`src/rtl/pipeline_ctrl_pkg.sv`:
```
// Shared types for the pipeline stall/flush sequencer.
// FSM state encoding and the bundle of per-register pipeline controls.
package pipe_ctrl_pkg;

  typedef enum logic [1:0] {
    ST_RUN      = 2'd0,
    ST_MEM_WAIT = 2'd1,
    ST_ERROR    = 2'd2
  } state_e;

  typedef struct packed {
    logic freeze_pc_ifid;
    logic freeze_all;
    logic bubble_idexe;
    logic flush_ifid;
    logic flush_idexe;
  } ctrl_t;

  localparam ctrl_t CTRL_IDLE = '0;

endpackage

```
`src/rtl/pipeline_ctrl_if.sv`:
```
// Pipeline-facing signal bundle of the stall/flush sequencer.
// master = pipeline/config side, slave = the sequencer itself.
interface pipeline_ctrl_if #(
  parameter int CNT_W = 16
);

  logic             hazard_detected;
  logic             branch_taken;
  logic             mem_req;
  logic             mem_ready;
  logic             cfg_we;
  logic             cfg_fwd;
  logic             cnt_clr;

  logic             forward_en;
  logic             freeze_pc_ifid;
  logic             freeze_all;
  logic             bubble_idexe;
  logic             flush_ifid;
  logic             flush_idexe;
  logic             mem_timeout;
  logic [CNT_W-1:0] hz_stall_cnt;
  logic [CNT_W-1:0] mem_wait_cnt;
  logic [CNT_W-1:0] flush_cnt;

  modport master (
    output hazard_detected,
    output branch_taken,
    output mem_req,
    output mem_ready,
    output cfg_we,
    output cfg_fwd,
    output cnt_clr,
    input  forward_en,
    input  freeze_pc_ifid,
    input  freeze_all,
    input  bubble_idexe,
    input  flush_ifid,
    input  flush_idexe,
    input  mem_timeout,
    input  hz_stall_cnt,
    input  mem_wait_cnt,
    input  flush_cnt
  );

  modport slave (
    input  hazard_detected,
    input  branch_taken,
    input  mem_req,
    input  mem_ready,
    input  cfg_we,
    input  cfg_fwd,
    input  cnt_clr,
    output forward_en,
    output freeze_pc_ifid,
    output freeze_all,
    output bubble_idexe,
    output flush_ifid,
    output flush_idexe,
    output mem_timeout,
    output hz_stall_cnt,
    output mem_wait_cnt,
    output flush_cnt
  );

endinterface

```
`src/rtl/pipeline_ctrl_sat_counter.sv`:
```
// Saturating up-counter with synchronous clear.
// Clear wins over increment; the count sticks at all-ones.
module sat_counter #(
  parameter int W = 16
) (
  input  logic         clk,
  input  logic         rst,
  input  logic         inc,
  input  logic         clr,
  output logic [W-1:0] q
);

  logic [W-1:0] q_q;
  logic [W-1:0] q_d;

  always_comb begin
    q_d = q_q;
    priority case (1'b1)
      clr:                   q_d = '0;
      (inc && (q_q != '1)):  q_d = q_q + W'(1);
      default:               q_d = q_q;
    endcase
  end

  always_ff @(posedge clk or posedge rst) begin
    if (rst) begin
      q_q <= '0;
    end else begin
      q_q <= q_d;
    end
  end

  assign q = q_q;

endmodule

```
`src/rtl/pipeline_ctrl.sv`:
```
// Central stall/flush sequencer: memory-wait watchdog FSM,
// priority control mux, forward_en config bit, perf counters.
module pipeline_ctrl
  import pipe_ctrl_pkg::*;
#(
  parameter int MEM_TIMEOUT = 64,
  parameter int CNT_W       = 16
) (
  input logic            clk,
  input logic            rst,
  pipeline_ctrl_if.slave pif
);

  localparam int WD_W = (MEM_TIMEOUT > 2) ? $clog2(MEM_TIMEOUT) : 1;
  localparam logic [WD_W-1:0] WD_LAST = WD_W'(MEM_TIMEOUT - 1);

  state_e          state_q;
  state_e          state_d;
  logic [WD_W-1:0] wd_q;
  logic [WD_W-1:0] wd_d;
  logic            tmo_q;
  logic            tmo_d;
  logic            fwd_q;
  logic            fwd_d;
  logic            mem_stall;
  logic            wait_start;
  ctrl_t           ctrl;

  assign wait_start = pif.mem_req & ~pif.mem_ready;

  always_ff @(posedge clk or posedge rst) begin
    if (rst) begin
      state_q <= ST_RUN;
      wd_q    <= '0;
      tmo_q   <= 1'b0;
      fwd_q   <= 1'b0;
    end else begin
      state_q <= state_d;
      wd_q    <= wd_d;
      tmo_q   <= tmo_d;
      fwd_q   <= fwd_d;
    end
  end

  // wd_q counts frozen cycles already spent on the current access
  always_comb begin
    state_d = state_q;
    wd_d    = wd_q;
    tmo_d   = tmo_q;
    unique case (state_q)
      ST_RUN: begin
        if (wait_start) begin
          state_d = ST_MEM_WAIT;
          wd_d    = WD_W'(1);
        end
      end
      ST_MEM_WAIT: begin
        priority case (1'b1)
          pif.mem_ready: begin
            state_d = ST_RUN;
            wd_d    = '0;
          end
          (wd_q == WD_LAST): begin
            state_d = ST_ERROR;
            tmo_d   = 1'b1;
          end
          default: wd_d = wd_q + WD_W'(1);
        endcase
      end
      ST_ERROR: state_d = ST_ERROR;
      default:  state_d = ST_ERROR;
    endcase
  end

  always_comb begin
    unique case (state_q)
      ST_RUN:      mem_stall = wait_start;
      ST_MEM_WAIT: mem_stall = ~pif.mem_ready;
      default:     mem_stall = 1'b1;
    endcase
  end

  // A frozen pipeline keeps the branch in EXE; it flushes after release
  always_comb begin
    ctrl = CTRL_IDLE;
    priority case (1'b1)
      mem_stall: begin
        ctrl.freeze_all = 1'b1;
      end
      pif.branch_taken: begin
        ctrl.flush_ifid  = 1'b1;
        ctrl.flush_idexe = 1'b1;
      end
      pif.hazard_detected: begin
        ctrl.freeze_pc_ifid = 1'b1;
        ctrl.bubble_idexe   = 1'b1;
      end
      default: ctrl = CTRL_IDLE;
    endcase
  end

  always_comb begin
    fwd_d = fwd_q;
    if (pif.cfg_we) begin
      fwd_d = pif.cfg_fwd;
    end
  end

  assign pif.freeze_pc_ifid = ctrl.freeze_pc_ifid;
  assign pif.freeze_all     = ctrl.freeze_all;
  assign pif.bubble_idexe   = ctrl.bubble_idexe;
  assign pif.flush_ifid     = ctrl.flush_ifid;
  assign pif.flush_idexe    = ctrl.flush_idexe;
  assign pif.mem_timeout    = tmo_q;
  assign pif.forward_en     = fwd_q;

  sat_counter #(
    .W (CNT_W)
  ) u_hz_cnt (
    .clk (clk),
    .rst (rst),
    .inc (ctrl.bubble_idexe),
    .clr (pif.cnt_clr),
    .q   (pif.hz_stall_cnt)
  );

  sat_counter #(
    .W (CNT_W)
  ) u_mw_cnt (
    .clk (clk),
    .rst (rst),
    .inc (ctrl.freeze_all),
    .clr (pif.cnt_clr),
    .q   (pif.mem_wait_cnt)
  );

  sat_counter #(
    .W (CNT_W)
  ) u_fl_cnt (
    .clk (clk),
    .rst (rst),
    .inc (ctrl.flush_ifid),
    .clr (pif.cnt_clr),
    .q   (pif.flush_cnt)
  );

endmodule

```
`src/flat_wrapper.sv`:
```
// flat-port wrapper written by rule: the top's interface ports become plain ports
module pipeline_ctrl_flat import pipe_ctrl_pkg::*;
#(
  parameter int MEM_TIMEOUT = 64,
  parameter int CNT_W       = 16
)
  (clk, rst, pif_hazard_detected, pif_branch_taken, pif_mem_req, pif_mem_ready, pif_cfg_we, pif_cfg_fwd, pif_cnt_clr, pif_forward_en, pif_freeze_pc_ifid, pif_freeze_all, pif_bubble_idexe, pif_flush_ifid, pif_flush_idexe, pif_mem_timeout, pif_hz_stall_cnt, pif_mem_wait_cnt, pif_flush_cnt);
  pipeline_ctrl_if #(.CNT_W(CNT_W)) pif_i ();
  input logic clk;
  input logic rst;
  input wire logic [$bits(pif_i.hazard_detected)-1:0] pif_hazard_detected;
  input wire logic [$bits(pif_i.branch_taken)-1:0] pif_branch_taken;
  input wire logic [$bits(pif_i.mem_req)-1:0] pif_mem_req;
  input wire logic [$bits(pif_i.mem_ready)-1:0] pif_mem_ready;
  input wire logic [$bits(pif_i.cfg_we)-1:0] pif_cfg_we;
  input wire logic [$bits(pif_i.cfg_fwd)-1:0] pif_cfg_fwd;
  input wire logic [$bits(pif_i.cnt_clr)-1:0] pif_cnt_clr;
  output wire logic [$bits(pif_i.forward_en)-1:0] pif_forward_en;
  output wire logic [$bits(pif_i.freeze_pc_ifid)-1:0] pif_freeze_pc_ifid;
  output wire logic [$bits(pif_i.freeze_all)-1:0] pif_freeze_all;
  output wire logic [$bits(pif_i.bubble_idexe)-1:0] pif_bubble_idexe;
  output wire logic [$bits(pif_i.flush_ifid)-1:0] pif_flush_ifid;
  output wire logic [$bits(pif_i.flush_idexe)-1:0] pif_flush_idexe;
  output wire logic [$bits(pif_i.mem_timeout)-1:0] pif_mem_timeout;
  output wire logic [$bits(pif_i.hz_stall_cnt)-1:0] pif_hz_stall_cnt;
  output wire logic [$bits(pif_i.mem_wait_cnt)-1:0] pif_mem_wait_cnt;
  output wire logic [$bits(pif_i.flush_cnt)-1:0] pif_flush_cnt;
  assign pif_i.hazard_detected = pif_hazard_detected;
  assign pif_i.branch_taken = pif_branch_taken;
  assign pif_i.mem_req = pif_mem_req;
  assign pif_i.mem_ready = pif_mem_ready;
  assign pif_i.cfg_we = pif_cfg_we;
  assign pif_i.cfg_fwd = pif_cfg_fwd;
  assign pif_i.cnt_clr = pif_cnt_clr;
  assign pif_forward_en = pif_i.forward_en;
  assign pif_freeze_pc_ifid = pif_i.freeze_pc_ifid;
  assign pif_freeze_all = pif_i.freeze_all;
  assign pif_bubble_idexe = pif_i.bubble_idexe;
  assign pif_flush_ifid = pif_i.flush_ifid;
  assign pif_flush_idexe = pif_i.flush_idexe;
  assign pif_mem_timeout = pif_i.mem_timeout;
  assign pif_hz_stall_cnt = pif_i.hz_stall_cnt;
  assign pif_mem_wait_cnt = pif_i.mem_wait_cnt;
  assign pif_flush_cnt = pif_i.flush_cnt;
  pipeline_ctrl #(.MEM_TIMEOUT(MEM_TIMEOUT), .CNT_W(CNT_W)) u_core (.clk(clk), .rst(rst), .pif(pif_i));
endmodule
```
`config.mk`:
```
export PLATFORM = sky130hd
export DESIGN_NAME = pipeline_ctrl_flat
export DESIGN_NICKNAME = d
export VERILOG_FILES = /design/src/rtl/pipeline_ctrl_pkg.sv /design/src/rtl/pipeline_ctrl_if.sv /design/src/rtl/pipeline_ctrl_sat_counter.sv /design/src/rtl/pipeline_ctrl.sv /design/src/flat_wrapper.sv
export SDC_FILE = /design/constraint.sdc
export NUM_CORES = 1
export LEC_CHECK = 0
export ABC_AREA = 1
export CORE_MARGIN = 4
export CORE_UTILIZATION = 30
export DETAILED_ROUTE_END_ITERATION = 7
export PLACE_DENSITY_LB_ADDON = 0.12
export SYNTH_ARGS = -nofsm -noshare
export SYNTH_HDL_FRONTEND = slang
export SYNTH_SLANG_ARGS = --single-unit
```
`constraint.sdc`:
```
create_clock -name clk -period 2.2 [get_ports clk]
set_input_delay 0.33 -clock clk [delete_from_list [all_inputs] [get_ports clk]]
set_output_delay 0.33 -clock clk [all_outputs]
set_load 0.02 [all_outputs]
```
==> summary.txt <==
Outcome = finished clean
Area of the core = 0.0117 mm2
CTS tree = done
Area growth syn-to-layout = 34.3%
Drt pass-1 iters = 4
Number of synthesized flops with an enable pin = 0
Top-count cell post-synth = nand2_1
Critical Path AT = 1750 ps
CTS sink count = 58
Layout Cell Area excl Fill = 0.00489 mm2
Setup crit end kind = primary output
Fin worst setup slack = 120 ps
Root buf cell = clkbuf_16
Worst-Skew Late Latency = 320 ps
Critical R2R Capture = u_core.u_hz_cnt.q[14]
I/O pins = 64
Synth Area per Inst = 6.74 um2
Longest Clk Path Bufs = 2
Post-Syn Nets = 553
Post-synth top flop = dfrtp_1
Max_slew headroom = 66.0%
Fill count = 1226
Reg area = 0.00145 mm2
Sw Ratio = 21.5%
PD cells = 557 mW/mm2
Post-layout util = 41.9%
Worst hold slack = 380 ps
Initial antenna violation count = 0
Reg2Reg Setup Slack = 380 ps
PostCTS Resize Cnt = 6
CP startpoint kind = input pin
Hold Buf Count CTS = 0
Count of different cell masters after synthesis = 26
Hold Path Class = in2async
Sequential share of power = 39.7%
Height of the die = 118 um
Rows = 39
Register area share after synthesis = 39.9%
Vias = 3628
Logic pwr share = 4.2%
Number of global-route vias before repair = 3546
Crit Path Max Fanout = 4
Antenna diodes = 0
Area contributors post-synth = dfrtp_1, nand2_1, nand3_1
VDD IR max = 0.000308 V
Post-synth top area share = 39.9%
Synth async-reset ratio = 100%
Die area = 0.0140 mm2
Multiplexer share of the synthesized area = 0.309%
H-tree depth = 3
Dpl ws = -248 ps
Compound-gate portion of the synthesized area = 5.77%
Internal Power = 2.14 mW
Type of the worst setup path = in2out
Final Wtd Congestion = 0.828
Synth Instances = 540
Fmax achieved = 0.481 GHz
DRC = 0
CP required = 1870 ps
RR Startpoint = u_core.u_hz_cnt.q[1]
Detail Placement HPWL = 7.36 mm
Synth Area in XOR/XNOR = 3.61%
Post-Synth Simple-Gate Area = 40.7%
Largest net degree at the start of global routing = 36
Min Tclk post-route = 2080 ps
Worst-Margin Slew = 509 ps
Number of I/O port buffers = 63
Layout Nets = 639
TritonCTS buffer count = 9
Synthesis-stage register bit count = 58
DR iter-0 viols = 160
Wirelength, routed = 9.83 mm
Post-synthesis cell area = 0.00364 mm2
Fraction of layout cells with a size suffix above 1 = 8.56%
Post-Synth Adder-Cell Area = 1.37%
Reg clk slew, reported paths = 50 ps
Clock Skew = 7.66 ps
Multi-input logic area = 0.00189 mm2
Commonest cells post-synth = nand2_1, inv_1, dfrtp_1, nor2_1, nand3_1
Post-route ant nets = 0
Crit share post-route = 94.5%
WL per Instance = 12.7 um
P_leak = 2.41 nW
Clk network pwr share = 56.1%
Initial Util = 31.2%
Cell taking the most area after synthesis = dfrtp_1
First-pass GRT wire length = 17.0 mm
Die Width = 118 um
Final setup vio count = 0
Max Slew Vio Count = 0
Largest family of logic cells by synthesized area = simple AND/OR/NAND/NOR gates
Hold Fails Final Rpt = 0
Number of max-cap violations = 0
Sw Pwr = 0.586 mW
RSZ-0062 raised after global routing = false
Global route total overflow = 0
Synth warn = 0
DR vias/cell = 4.69
Worst R2R Path Depth = 9
Post-CTS Setup Inserts = 0
GRT Total Usage = 14.8%
DP Area = 0.00457 mm2
## final cells by class
type	count	share of cell area (%)
clock buffer	11	4.97
tap	143	3.66
clock inverter	5	1.59
inverter	63	4.84
multi-input combinational	408	38.7
timing repair buffer	86	16.6
sequential	58	29.7
## worst max-delay path by stage
stage / from / endpoint / slack, ps / cells past startpoint
after floorplan: rst / u_core.pif.forward_en / 440 / 1
after global placement: pif_mem_ready / pif_flush_idexe / -250 / 5
after detailed placement: pif_mem_ready / pif_flush_idexe / -250 / 7
after CTS: u_core.u_hz_cnt.q[1] / u_core.u_hz_cnt.q[14] / 60 / 9
after global routing: pif_mem_ready / pif_flush_idexe / 10 / 7
final: pif_mem_ready / pif_flush_idexe / 120 / 7
## flip-flops by register name (all words and copies together) (netlist names)
name / count
u_core.u_fl_cnt.q: 16
u_core.u_hz_cnt.q: 16
u_core.u_mw_cnt.q: 16
u_core.wd_q: 6
u_core.state_q: 2
u_core.pif.forward_en: 1
u_core.pif.mem_timeout: 1
## metal layers
layer	routed length, um	part of all wire, %	GRT usage [%]	vias to the layer above
li1	-	-	-	1876
met1	4710	48	19.4	1662
met2	4530	46	24.0	85
met3	534	5.4	3.20	5
met4	58	0.59	5.35	0
met5	0	0	0	-
## critical path: stages
cell	delay, ps
clkdlybuf4s50_1	550
inv_2	50
nand2_1	50
nand2_1	90
a21boi_2	200
buf_4	140
dlygate4sd2_1	330
## placed cells by master, fill, tap and decap left out
cell type / instances
nand2_1: 213
inv_1: 60
clkdlybuf4s50_1: 58
dfrtp_1: 58
nor2_1: 57
nand3_1: 51
buf_4: 22
nand4_1: 20
o21ai_0: 18
xor2_1: 13
o21bai_1: 12
clkbuf_16: 9
dlygate4sd2_1: 5
ha_1: 4
inv_2: 3
nand2_2: 3
nor2_2: 3
nor2_4: 3
or2_2: 2
o21ai_1: 2
xnor2_1: 2
clkinv_2: 2
bufinv_16: 2
a21oi_1: 1
nor3b_1: 1
a21boi_1: 1
a21boi_2: 1
mux2_2: 1
clkinvlp_4: 1
clkbuf_8: 1
clkbuf_1: 1
buf_12: 1
## through the flow
stage          setup TNS [ps]  instances  power, mW
2_1_floorplan               0        540       1.16
3_3_place_gp             -719        758       1.22
3_5_place_dp            -1400        758       1.22
4_1_cts                     0        774       2.76
5_1_grt                     0        774       2.83
6_report                    0        774       2.72
## logic make-up (layout without fill, tap and decap cells)
kind of cell	after synthesis	in the layout
DFF	58	58
and+or+nand+nor	353	353
AOI/OAI and AO/OA	35	35
muxes	1	1
adders and majority gates	4	4
buffers and inverters	74	165
xor gates and xnor gates	15	15
## power groups by stage
stage                     Clock, mW  Combinational [mW]  Sequential, mW
after CTS                      1.56               0.118            1.08
after global routing           1.62               0.129            1.08
after global placement            0               0.117            1.10
after detailed placement          0               0.117            1.10
after floorplan                   0              0.0506            1.11
final                          1.53               0.113            1.08
Power figures use the tool's default switching activity.
